<file path="src/rtl/dac081s101.sv">
// Serial driver for the TI DAC081S101: one 16-bit SYNC-framed word per
// four-phase writeReq/writeComplete handshake, with an enforced quiet gap.
module dac081s101 #(
    parameter int         DAC_RES          = 8,
    parameter int         FRAME_BITS       = 16,
    parameter logic [2:0] TICKS_WAIT_QUIET = 3'd4
) (
    input  logic               clk,
    input  logic               reset,
    input  logic               writeReq,
    input  logic [DAC_RES-1:0] datain,
    input  logic [1:0]         pdMode,
    output logic               sync,
    output logic               mosi,
    output logic               writeComplete
);

    localparam int CNT_W = $clog2(FRAME_BITS);
    localparam int PAD_W = FRAME_BITS - DAC_RES - 4;

    typedef enum logic [1:0] {IDLE, SHIFT, QUIET} state_t;

    state_t                stateReg, stateNext;
    logic [FRAME_BITS-1:0] shiftReg, shiftNext;
    logic [CNT_W-1:0]      bitCnt, bitCntNext;
    logic [2:0]            quietReg, quietNext;
    logic                  syncNext, mosiNext, ackNext;
    logic [FRAME_BITS-1:0] frameWord;

    // Two leading don't-care zeros, PD1:PD0, the sample, then trailing zeros.
    assign frameWord = {2'b00, pdMode, datain, {PAD_W{1'b0}}};

    always_ff @(posedge clk or negedge reset) begin
        if (!reset) begin
            stateReg      <= (TICKS_WAIT_QUIET == 3'd0) ? IDLE : QUIET;
            shiftReg      <= '0;
            bitCnt        <= '0;
            quietReg      <= TICKS_WAIT_QUIET;
            sync          <= 1'b1;
            mosi          <= 1'b0;
            writeComplete <= 1'b1;
        end else begin
            stateReg      <= stateNext;
            shiftReg      <= shiftNext;
            bitCnt        <= bitCntNext;
            quietReg      <= quietNext;
            sync          <= syncNext;
            mosi          <= mosiNext;
            writeComplete <= ackNext;
        end
    end

    always_comb begin
        stateNext  = stateReg;
        shiftNext  = shiftReg;
        bitCntNext = bitCnt;
        quietNext  = quietReg;
        syncNext   = sync;
        mosiNext   = mosi;
        ackNext    = writeComplete;

        // Ack release runs independently of the quiet countdown.
        if (!writeComplete && writeReq) begin
            ackNext = 1'b1;
        end

        case (stateReg)
            IDLE: begin
                if (!writeReq && writeComplete) begin
                    stateNext  = SHIFT;
                    shiftNext  = frameWord;
                    syncNext   = 1'b0;
                    mosiNext   = frameWord[FRAME_BITS-1];
                    bitCntNext = CNT_W'(FRAME_BITS - 1);
                end
            end
            SHIFT: begin
                if (bitCnt != '0) begin
                    shiftNext  = shiftReg << 1;
                    mosiNext   = shiftReg[FRAME_BITS-2];
                    bitCntNext = bitCnt - CNT_W'(1);
                end else begin
                    // Frame end: ack only a request that is still being held.
                    syncNext  = 1'b1;
                    mosiNext  = 1'b0;
                    quietNext = TICKS_WAIT_QUIET;
                    ackNext   = writeReq;
                    stateNext = (TICKS_WAIT_QUIET == 3'd0) ? IDLE : QUIET;
                end
            end
            QUIET: begin
                if (quietReg != 3'd0) begin
                    quietNext = quietReg - 3'd1;
                end
                if (quietReg <= 3'd1) begin
                    stateNext = IDLE;
                end
            end
            default: begin
                stateNext = IDLE;
                syncNext  = 1'b1;
                mosiNext  = 1'b0;
            end
        endcase
    end

endmodule

</file>
<file path="config.mk">
export PLATFORM = sky130hd
export DESIGN_NAME = dac081s101
export DESIGN_NICKNAME = d
export VERILOG_FILES = /design/src/rtl/dac081s101.sv
export SDC_FILE = /design/constraint.sdc
export NUM_CORES = 1
export LEC_CHECK = 0
export CAP_MARGIN = 20
export CORE_ASPECT_RATIO = 1.25
export CORE_MARGIN = 2
export CORE_UTILIZATION = 35
export DETAILED_ROUTE_END_ITERATION = 6
export PLACE_DENSITY = 0.62
export SETUP_SLACK_MARGIN = 0.15
export SLEW_MARGIN = 10
export SYNTH_ARGS = -nofsm -noshare
export SYNTH_HDL_FRONTEND = slang
export SYNTH_SLANG_ARGS = --single-unit
</file>
<file path="constraint.sdc">
create_clock -name clk -period 1.37 [get_ports clk]
set_input_delay 0.137 -clock clk [delete_from_list [all_inputs] [get_ports clk]]
set_output_delay 0.137 -clock clk [all_outputs]
set_load 0.01 [all_outputs]
</file>
**Yosys cells after proc, flatten, opt, wreduce, memory -nomap -nowiden**

Index checks and enable logic that the tools add are counted.
W data, S select, Z words.

- $add $sub $neg: 2
- $lt $le $gt $ge: 1
- Equal/unequal tests: 7
- Mux-type cells: 21
- Bitwise logic cells: 1
- Reduce and logical (&&, ||, !) cells: 14

Operators by type and width:

| operator | count |
|---|---|
| $mux W15 | 2 |
| $pmux W15 S2 | 1 |
| $reduce_and A3 Y1 | 4 |
| $ne A2 B2 Y1 const B | 5 |
| $mux W4 | 2 |
| $pmux W4 S2 | 1 |
| $mux W1 | 6 |
| $mux W2 | 3 |
| $mux W3 | 2 |
| $pmux W1 S3 | 2 |
| $pmux W2 S3 | 1 |
| $pmux W3 S2 | 1 |
| $reduce_bool A2 Y1 | 2 |
| $reduce_bool A4 Y1 | 1 |
| $sub A4 B1 Y4 const B | 1 |
| $le A3 B1 Y1 const B | 1 |
| $reduce_bool A3 Y1 | 1 |
| $sub A3 B1 Y3 const B | 1 |
| $eq A2 B1 Y1 const B | 1 |
| $eq A2 B2 Y1 const B | 1 |
| $logic_and A1 B1 Y1 | 2 |
| $logic_not A1 Y1 | 2 |
| $logic_not A2 Y1 | 1 |
| $reduce_and A2 Y1 | 1 |
| $not A1 Y1 | 1 |

- Register bits: 27
- Output and inout bits: 3

**Depth between registers and ports, before layout**

- Depth after elaboration: 5
- Mapped depth: 6
- Depth with buffers taken out: 5

**Worst setup path before layout**

Ideal clock, no wire load.

- Kind: register -> register
- From: register writeComplete
- To: register shiftReg[8]
- Library setup time: 119 ps
- Arrival time: 1448 ps
- Data required time: 1251 ps
- Slack: -197 ps
- Cell stages (with the launch flop): 5
- Buffers on the path: 1
- Period minus slack after synthesis: 1567 ps
- Cells stage by stage: dfstp_2 -> or4b_4 -> buf_6 -> o32a_1 -> o21a_1

- Longest elaborated chain between the ends: 3

Ends and longest elaborated chain:

| element | line | source |
|---|---|---|
| start, declared | 15 | `output logic writeComplete` |
| start signal, assigned | 49 | `writeComplete <= ackNext;` |
| $logic_and A1 B1 Y1 | 69 | `if (!writeReq && writeComplete) begin` |
| $ne A2 B2 Y1 (no line) | n/a |  |
| $reduce_and A3 Y1 (no line) | n/a |  |
| end signal, assigned | 44 | `shiftReg <= shiftNext;` |
| end, declared | 24 | `logic [FRAME_BITS-1:0] shiftReg, shiftNext;` |

Every way passes these cells.
A chain may end at the register's enable or synchronous reset.

**Worst setup path in the final report**

- From: register bitCnt[0]
- To: register shiftReg[8]

- Longest elaborated chain between the ends: 3

Ends and longest elaborated chain:

| element | line | source |
|---|---|---|
| start, declared | 25 | `logic [CNT_W-1:0] bitCnt, bitCntNext;` |
| start signal, assigned | 45 | `bitCnt <= bitCntNext;` |
| $reduce_bool A4 Y1 | 78 | `if (bitCnt != '0) begin` |
| $ne A2 B2 Y1 (no line) | n/a |  |
| $reduce_and A3 Y1 (no line) | n/a |  |

Every way passes these cells.

==> run_results.csv <==
group,metric,value,unit
critical_path,cpMostUsedCell,"buf_6",
routing,ant_nets,0,
routing,drc_errors,0,
critical_path,endpoint_kind,"register",
die,die_w,55.02,um
cells_and_area,fin_nets,162,
clock_network,clock_path_buffers,2,
logic_synthesis,yosysUniqueCellTypes,35,
routing,viasPerCell,5.287,
global_routing,track_usage,0.1925,
sta,clock-skew-final,0.002950,ns
pwr,power.density,2234,mW/mm^2
routing,wl_per_cell,16.89,um
run_status,outcome,"finished with violations",
logic_synthesis,ys_ff_latch,23,
logic_synthesis,async_flop_share,1.000,
cells_and_area,fill_cells,277,
cells_and_area,design_area,0.001772,mm^2
place,place.gp.congestion,0.7442,
clock_network,cts_tree,"yes",
global_routing,grt_pass1_vias,999,
sta,finalHoldViolCount,0,
critical_path,slowest_delay,0.41,ns
sta,maxSlewViolCount,0,
clock_network,cts_sinks,23,
routing,firstDrtPassIters,4,
sta,slew_headroom,0.8003,
sta,fmax,641.3,MHz
die,core_region_area,0.003166,mm^2
critical_path,cp.arrival,1.72,ns
logic_synthesis,synth_fp_nets,119,
critical_path,crit_path_cell_trace,"inv_2 > ha_4 > nor3b_4 > buf_6 > buf_6 > o32a_1 > o21a_1",
place,port_buffers,15,
global_routing,grt_max_degree,24,
sta,rsz0062_at_grt,"yes",
clock_network,numCtsBuffers,3,
clock_network,clkLatencyLatePin,0.27,ns
die,dieArea,0.003728,mm^2
logic_synthesis,synth_top_area_cell,"dfrtp_1",
run_status,violations,"negative setup slack",
job,maxCapViolations,0,
place,post-place-ws,-0.2778,ns
sta,final.setup.worst_slack,-0.1893,ns
global_routing,gr-total-overflow,0,
critical_path,worstPathMaxFanout,5,
cells_and_area,final_core_util,0.5597,
cells_and_area,areaGrowthSynthToFinish,55.60,%
clock_network,root_buffer,"clkbuf_8",
routing,drtIter0Drc,18,
critical_path,critPathTopFamily,"flip-flops",
clock_network,clk_pin_slew,0.08,ns
routing,drt_wl_total,3057,um
cells_and_area,drive_above_1_share,0.4722,
pwr,ir_worst_vdd,1.088,mV
die,die_h,67.77,um
critical_path,critPathBufInv,3,
logic_synthesis,synthFlopType,"dfrtp_1",
logic_synthesis,synth_edf_count,0,
logic_synthesis,yosys-top-cells-area,"dfrtp_1, dfstp_2, o32a_1",
clock_network,h-tree-depth,1,
pwr,leakagePower,0.7416,nW
sta,fin_crit,1.559,ns
logic_synthesis,avgSynthCellArea,11.16,um^2
global_routing,antenna_found_initial,0,
logic_synthesis,ys_warn_count,0,
critical_path,cp-start-kind,"register",
place,placed_area,0.001513,mm^2
die,core.rowCount,23,
clock_network,ctsHoldBuffers,0,
logic_synthesis,yosysTopAreaCellShare,0.4176,
die,ioPinCount,16,
cells_and_area,diodes,0,
global_routing,grt_pass1_wl,5002,um
sta,finalSetupViolCount,20,
place,dpl.hpwl,1966,um
die,start_util,0.3597,
critical_path,required,1.53,ns
hold_path,hold_path_class,"in2async",
logic_synthesis,yosysSeqAreaShare,0.5099,
critical_path,cp_slowest_cell,"dfrtp_1",
sta,period_share,1.138,
critical_path,critical_path_class,"reg2reg",
critical_path,rrSetupSlack,-0.19,ns
logic_synthesis,syn_area,0.001139,mm^2
logic_synthesis,syn_inst,102,
routing,vias,957,
sta,tightest_slew,0.2995,ns
## flip-flops by register name, indices dropped and copies added (netlist names)
register       flops
writeComplete      1
mosi               1
bitCnt             4
quietReg           3
stateReg           2
shiftReg          11
sync               1
## cell type report
class	count	area, um^2	area share
multi-input combinational	71	690.7	0.3898
sequential	23	580.6	0.3277
timing repair buffer	40	386.6	0.2182
tap	37	46.29	0.02613
clock buffer	4	45.04	0.02542
inverter	6	22.52	0.01271
## cells in the mapped netlist, types with 2 or more instances
library cell  number
o21ai_0            5
dfrtp_1           19
inv_1              6
a21o_1             2
a21oi_1            3
o32a_1             8
nor2b_1            3
buf_2              2
nand2b_1           2
o21ai_1            2
dfstp_2            4
or3b_1             2
nor2_1             4
nand2_1            6
nand3_1            4
o21a_1             8
ha_1               4
## layer usage
layer | share of wire | vias to the layer above | global-route usage
li1 | - | 473 | -
met1 | 0.42 | 473 | 0.2360
met2 | 0.55 | 6 | 0.3274
met3 | 0.017 | 5 | 0.03540
met4 | 0.014 | 0 | 0.07317
met5 | 0 | - | 0
## worst paths after layout
path,startpoint,end,cells past startpoint
hold reg to reg,sync,sync,2
max in group asynchronous,reset,sync,2
setup / recovery,bitCnt[0],shiftReg[8],7
hold / removal,reset,shiftReg[9],2
min in group clk,datain[0],shiftReg[4],3
setup reg to reg,bitCnt[0],shiftReg[8],7
## power breakdown
group	total (mW)	internal, mW	switching [mW]
Combinational	2.24	1.28	0.963
Clock	0.428	0.208	0.220
Sequential	1.29	1.02	0.268
## cells by family after synthesis
| family | share of synthesized area |
|---|---|
| muxes | 0.009889 |
| adders and majority gates | 0.04396 |
| DFF | 0.5099 |
| AOI/OAI and AO/OA | 0.2495 |
| and+or+nand+nor | 0.1483 |
| buffers and inverters | 0.03846 |
## per-stage QoR
| step | power [mW] | hold WS [ns] | setup TNS (ns) | std cells |
|---|---|---|---|---|
| floorplan | 2.329 | -0.1586 | -1.496 | 102 |
| global placement | 2.925 | 0.4712 | -3.013 | 171 |
| detailed placement | 3.003 | 0.4797 | -3.647 | 171 |
| CTS | 3.707 | 0.2396 | -1.655 | 181 |
| global route | 4.244 | 0.2495 | -3.228 | 181 |
| finish | 3.958 | 0.2230 | -2.225 | 181 |
## cells in the final DEF, fill, tap and decap left out, types with 2 or more instances in the layout
| cell type | netlist | routed |
|---|---|---|
| a21o_1 | 2 | 2 |
| a21oi_1 | 3 | 2 |
| buf_4 | 0 | 13 |
| buf_6 | 1 | 12 |
| clkbuf_8 | 0 | 3 |
| clkdlybuf4s50_1 | 0 | 12 |
| dfrtp_1 | 19 | 19 |
| dfstp_2 | 4 | 4 |
| ha_1 | 4 | 3 |
| inv_1 | 6 | 4 |
| inv_2 | 0 | 2 |
| nand2_2 | 0 | 2 |
| nand2_4 | 0 | 3 |
| nand3_1 | 4 | 3 |
| nor2_1 | 4 | 2 |
| nor2_4 | 0 | 2 |
| nor2b_1 | 3 | 2 |
| o21a_1 | 8 | 8 |
| o21ai_0 | 5 | 2 |
| o21ai_2 | 1 | 4 |
| o32a_1 | 8 | 8 |
| or3b_4 | 0 | 2 |
| or4b_4 | 1 | 2 |
## what timing repair did
item	in CTS	in global routing
pin swaps	9	6
setup endpoints to repair	26	25
setup buffers	4	0
cloned	2	0
gates resized for setup	27	23
No activity file was read; power rests on OpenSTA's default activity.
